$ cat src/rtl/window_deserializer.sv
// Rebuilds one WINDOW_WIDTH-bit HOG window (plus pyramid-level metadata) from a burst of BUS_WIDTH-bit beats.
// Optional build macro WINDOW_DESER_META_CHECK_EN adds a sticky per-beat metadata consistency check.
module window_deserializer #(
  parameter int WINDOW_WIDTH = 1152,
  parameter int BUS_WIDTH    = 128,
  parameter int META_WIDTH   = 3
) (
  input  logic                    clk,
  input  logic                    rst,
  input  logic                    stream_valid,
  input  logic [BUS_WIDTH-1:0]    stream,
  output logic                    stream_ready,
  output logic                    window_valid,
  input  logic                    window_ready,
  output logic [WINDOW_WIDTH-1:0] window,
  output logic [META_WIDTH-1:0]   metadata,
  output logic                    meta_error
);

  localparam int DATA_PORTION = BUS_WIDTH - META_WIDTH;
  localparam int DATA_REMAIN  = WINDOW_WIDTH % DATA_PORTION;
  localparam int NUM_BEATS    = WINDOW_WIDTH / DATA_PORTION + 1;
  localparam int CNT_W        = $clog2(NUM_BEATS);
  localparam logic [CNT_W-1:0] LAST_BEAT = CNT_W'(NUM_BEATS - 1);

  typedef enum logic {COLLECT, HOLD} state_t;

  state_t                state, state_next;
  logic [CNT_W-1:0]      beat_cnt;
  logic [META_WIDTH-1:0] beat_meta;
  logic                  accept;

  assign beat_meta = stream[BUS_WIDTH-1 -: META_WIDTH];
  assign accept    = stream_valid && stream_ready;

  // NOTE: every signal gets a default before the case so no path leaves one unassigned (no latches).
  always_comb begin
    state_next   = state;
    stream_ready = 1'b0;
    window_valid = 1'b0;
    case (state)
      COLLECT: begin
        stream_ready = 1'b1;
        if (accept && beat_cnt == LAST_BEAT) state_next = HOLD;
      end
      HOLD: begin
        window_valid = 1'b1;
        if (window_ready) state_next = COLLECT;
      end
      default: state_next = COLLECT;
    endcase
  end

  // NOTE: registers use non-blocking assignments so every flop samples pre-edge values.
  always_ff @(posedge clk) begin
    if (rst) begin
      state    <= COLLECT;
      beat_cnt <= '0;
      metadata <= '0;
    end else begin
      state <= state_next;
      if (accept) begin
        beat_cnt <= (beat_cnt == LAST_BEAT) ? '0 : beat_cnt + 1'b1;
        if (beat_cnt == '0) metadata <= beat_meta;
      end
    end
  end

  // NOTE: the window buffer is an ordinary register bank, so it takes a reset value like any other flop.
  always_ff @(posedge clk) begin
    if (rst) begin
      window <= '0;
    end else if (accept) begin
      // Full slices use constant part-selects; the short last slice is handled separately.
      for (int k = 0; k < NUM_BEATS - 1; k++) begin
        if (beat_cnt == CNT_W'(k))
          window[k*DATA_PORTION +: DATA_PORTION] <= stream[DATA_PORTION-1:0];
      end
      if (beat_cnt == LAST_BEAT)
        window[(NUM_BEATS-1)*DATA_PORTION +: DATA_REMAIN] <= stream[DATA_REMAIN-1:0];
    end
  end

`ifdef WINDOW_DESER_META_CHECK_EN
  // Beats after the first must carry the pyramid level captured from beat 0; the flag is sticky.
  always_ff @(posedge clk) begin
    if (rst)
      meta_error <= 1'b0;
    else if (accept && beat_cnt != '0 && beat_meta != metadata)
      meta_error <= 1'b1;
  end
`else
  assign meta_error = 1'b0;
`endif

endmodule

$ cat config.mk
export PLATFORM = sky130hd
export DESIGN_NAME = window_deserializer
export DESIGN_NICKNAME = d
export VERILOG_FILES = /design/src/rtl/window_deserializer.sv
export SDC_FILE = /design/constraint.sdc
export NUM_CORES = 2
export LEC_CHECK = 0
export ABC_AREA = 1
export CORE_AREA = 2 2 502 504
export CTS_BUF_LIST = sky130_fd_sc_hd__clkbuf_2
export CTS_CLUSTER_DIAMETER = 80
export DETAILED_ROUTE_END_ITERATION = 6
export DIE_AREA = 0 0 504 506
export GPL_TIMING_DRIVEN = 0
export PLACE_DENSITY = 0.45
export SETUP_SLACK_MARGIN = 0.02
export SLEW_MARGIN = 20
export SYNTH_ARGS = -nofsm -noshare
export SYNTH_HDL_FRONTEND = slang
export SYNTH_SLANG_ARGS = --single-unit
$ cat constraint.sdc
create_clock -name clk -period 1.45 [get_ports clk]
set_input_delay 0.145 -clock clk [delete_from_list [all_inputs] [get_ports clk]]
set_output_delay 0.145 -clock clk [all_outputs]
set_load 0.02 [all_outputs]
==> impl_metrics.tcl <==
set metrics [dict create \
    violations "hold timing, setup timing" \
    hold_viol 356 \
    drv_cap 0 \
    grt_pass1_wl_mm 428.3 \
    final_area_mm2 0.07453 \
    wl_per_cell_um 22.78 \
    outcome "finished with violations" \
    ys_seq_area_frac 0.4480 \
    place.gp.congestion 0.8860 \
    worst_pin_slew_ps 1185 \
    period_needed_ps 2702 \
    drt_wl_total_mm 320.8 \
    htreeDepth 5 \
    cts.sinks 1160 \
    layout.cells.non_filler 14082 \
    dr.pass1.iters 6 \
    worst_ep_arrival_time_ps 4360 \
    route.detailed.drc 0 \
    finalMaxSlewViolations 0 \
    core_mm2 0.2500 \
    yosys-top-cells-count "2197 x nand2_1, 2035 x inv_1, 1416 x nor2_1, 1160 x dfxtp_1, 1037 x nand3_1" \
    drive_gt1_frac 0.2020 \
    dp_hpwl_mm 243.2 \
    synth_area_leaders "dfxtp_1 45%, nand2_1 16%, inv_1 15%" \
    synth-seq-cells 1160 \
    dpl-instance-area_mm2 0.06958 \
    cpMaxStageDelayCell "clkbuf_4" \
    via_per_inst 4.109 \
    power_density_mw_per_mm2 935.5 \
    grt_usage 0.2400 \
    fp.dieW_um 504 \
    syn_avg_cell_area_um2 6.184 \
    synth_cell_types 18 \
    syn-cell-area_mm2 0.05184 \
    critPathKind "flip-flop to flip-flop" \
    die_h_um 506 \
    hp-class "input port to flip-flop" \
    hold_slack_ps -841.8 \
    numPortBuffers 1288 \
    synth_edf_count 0 \
    overflow 0 \
    crit_buf_inv 4 \
    design.portCount 1290 \
    cts_buffers 361 \
    yosysWarningCount 0 \
    ant_nets 0 \
    path_cells "inv_6 > buf_12 > nand2_8 > nor2_4 > clkbuf_4 > buf_2 > nand3_1 > nand2_1 > nor2_1" \
    multi_input_area_mm2 0.01900 \
    register_area_mm2 0.02358 \
    syn2layout_area_growth_pct 43.77 \
    end_kind "flip-flop" \
    grt_max_degree 17 \
    nets 10635 \
    clk_pin_slew_ps 110 \
    n_fill_cell 28422 \
    die-area_mm2 0.2550 \
    crit_fanout 10 \
    yosysTopAreaCellShare 0.4480 \
    start_util 0.2073 \
    final-setup-viol-count 2316 \
    yosys.area.top_type "dfxtp_1" \
    rsz0062_at_grt "yes" \
    syn-num-nets 8515 \
    cpPeakStageDelay_ps 600 \
    drt_iter0_drc 4157 \
    yosys_most_used_dff "dfxtp_1" \
    syn_inst 8383 \
    crit_family "buffers and inverters" \
    cts_tree "yes" \
    power.total_mw 69.72 \
    async_flop_share 0 \
    fin_crit_sh 1.863 \
    synth_most_common_cell "nand2_1" \
    setup_ws_ps -1252 \
    startpoint_type "flip-flop" \
    via_count 57863 \
    num_rows 184 \
    cts_root_buffer "clkbuf_2" \
    ir_worst_vdd_mv 0.5051 \
    clock_path_buffers 4 \
    p_leak_nw 38.69 \
    slew_headroom 0.2100 \
    fin_tns_setup_ps -1992150 \
    grt_pass1_vias 54790 \
    antenna_found_initial 40 \
    fmax_mhz 370.1 \
    clock_skew_ps 160.3 \
    critPathRequiredTime_ps 3110 \
    clkLatencyLatePin_ps 1790 \
    place_inst 13034 \
]
path summary, 6_finish.rpt:
kind | startpoint | end | slack [ps] | cells past startpoint
max | state | window[964] | -1250 | 9
max reg2reg | state | window[964] | -1250 | 9
min | stream_valid | beat_cnt[0] | -840 | 3
min reg2reg | window[929] | window[929] | 490 | 2
cells in the final DEF (no fill, tap or decap), types with 13 or more instances in the layout:
cell	instances
dfxtp_4	31
buf_16	13
buf_8	32
dlygate4sd2_1	78
inv_1	2034
buf_6	134
diode_2	24
buf_1	70
buf_4	94
clkinv_1	84
dlygate4sd3_1	379
clkdlybuf4s50_1	131
buf_12	46
nor2_1	1410
nand3_1	1031
clkdlybuf4s15_2	78
clkbuf_2	748
buf_2	711
clkdlybuf4s15_1	40
nand2_1	2196
clkbuf_4	31
dfxtp_2	195
dfxtp_1	934
clkbuf_1	153
kinds of logic (layout without fill, tap and decap cells):
logic type	Yosys count	in the layout	share of synthesized area
compound gates	6	6	0.0005793
buf+inv	2557	4884	0.1883
flops	1160	1160	0.4480
other cells	1	25	0.00007234
simple gates	4659	4659	0.3631
sequential cells by signal (all words and copies together) (netlist names):
register / count
beat_cnt: 4
state: 1
metadata: 3
window: 1152
power by group:
group,switching (mW),internal [mW],total (mW)
registers,0.544,32.7,33.2
logic,7.18,3.61,10.8
clock network,15.8,9.94,25.7
area by class of cell:
| cell class | instances | share of cell area |
|---|---|---|
| flip-flops and latches | 1160 | 0.3164 |
| multi-input cells | 4666 | 0.2549 |
| repair buffers | 1758 | 0.1938 |
| inverters | 2068 | 0.1043 |
| well taps | 3348 | 0.05621 |
| plain buffers | 488 | 0.03447 |
| clock buffers | 496 | 0.03331 |
| clock inverters | 74 | 0.005825 |
| diodes | 24 | 0.0008058 |
worst reg2reg max path, cell delays in order, from the launching register on:
cell	delay, ps
dfxtp_4	380
inv_6	70
buf_12	100
nand2_8	80
nor2_4	450
clkbuf_4	600
buf_2	410
nand3_1	280
nand2_1	140
nor2_1	50
through the flow:
stage	util	setup slack (ps)
after detailed placement	0.2783	-2027
final	0.2981	-1252
after global routing	0.2980	-1370
after global placement	0.2766	-3411
after floorplan	-	-39.83
after CTS	0.3036	-1457
metal layers:
layer	GRT usage	share of wire	up-vias
met3	0.08791	0.099	588
met1	0.2724	0.39	26460
met4	0.1027	0.055	4
met2	0.4033	0.46	2460
met5	0	0.000084	-
li1	-	-	28351
what timing repair did:
item                                   4_1_cts  5_1_grt
pin swaps                                    1       12
setup endpoints to repair                 2316     2316
resized for setup                         3814     1574
hold buffers                               376        3
gates cloned                                 0        3
endpoints found under the hold margin     1160      645
setup buffers                                5       68
(Power assumes the default switching activity.)
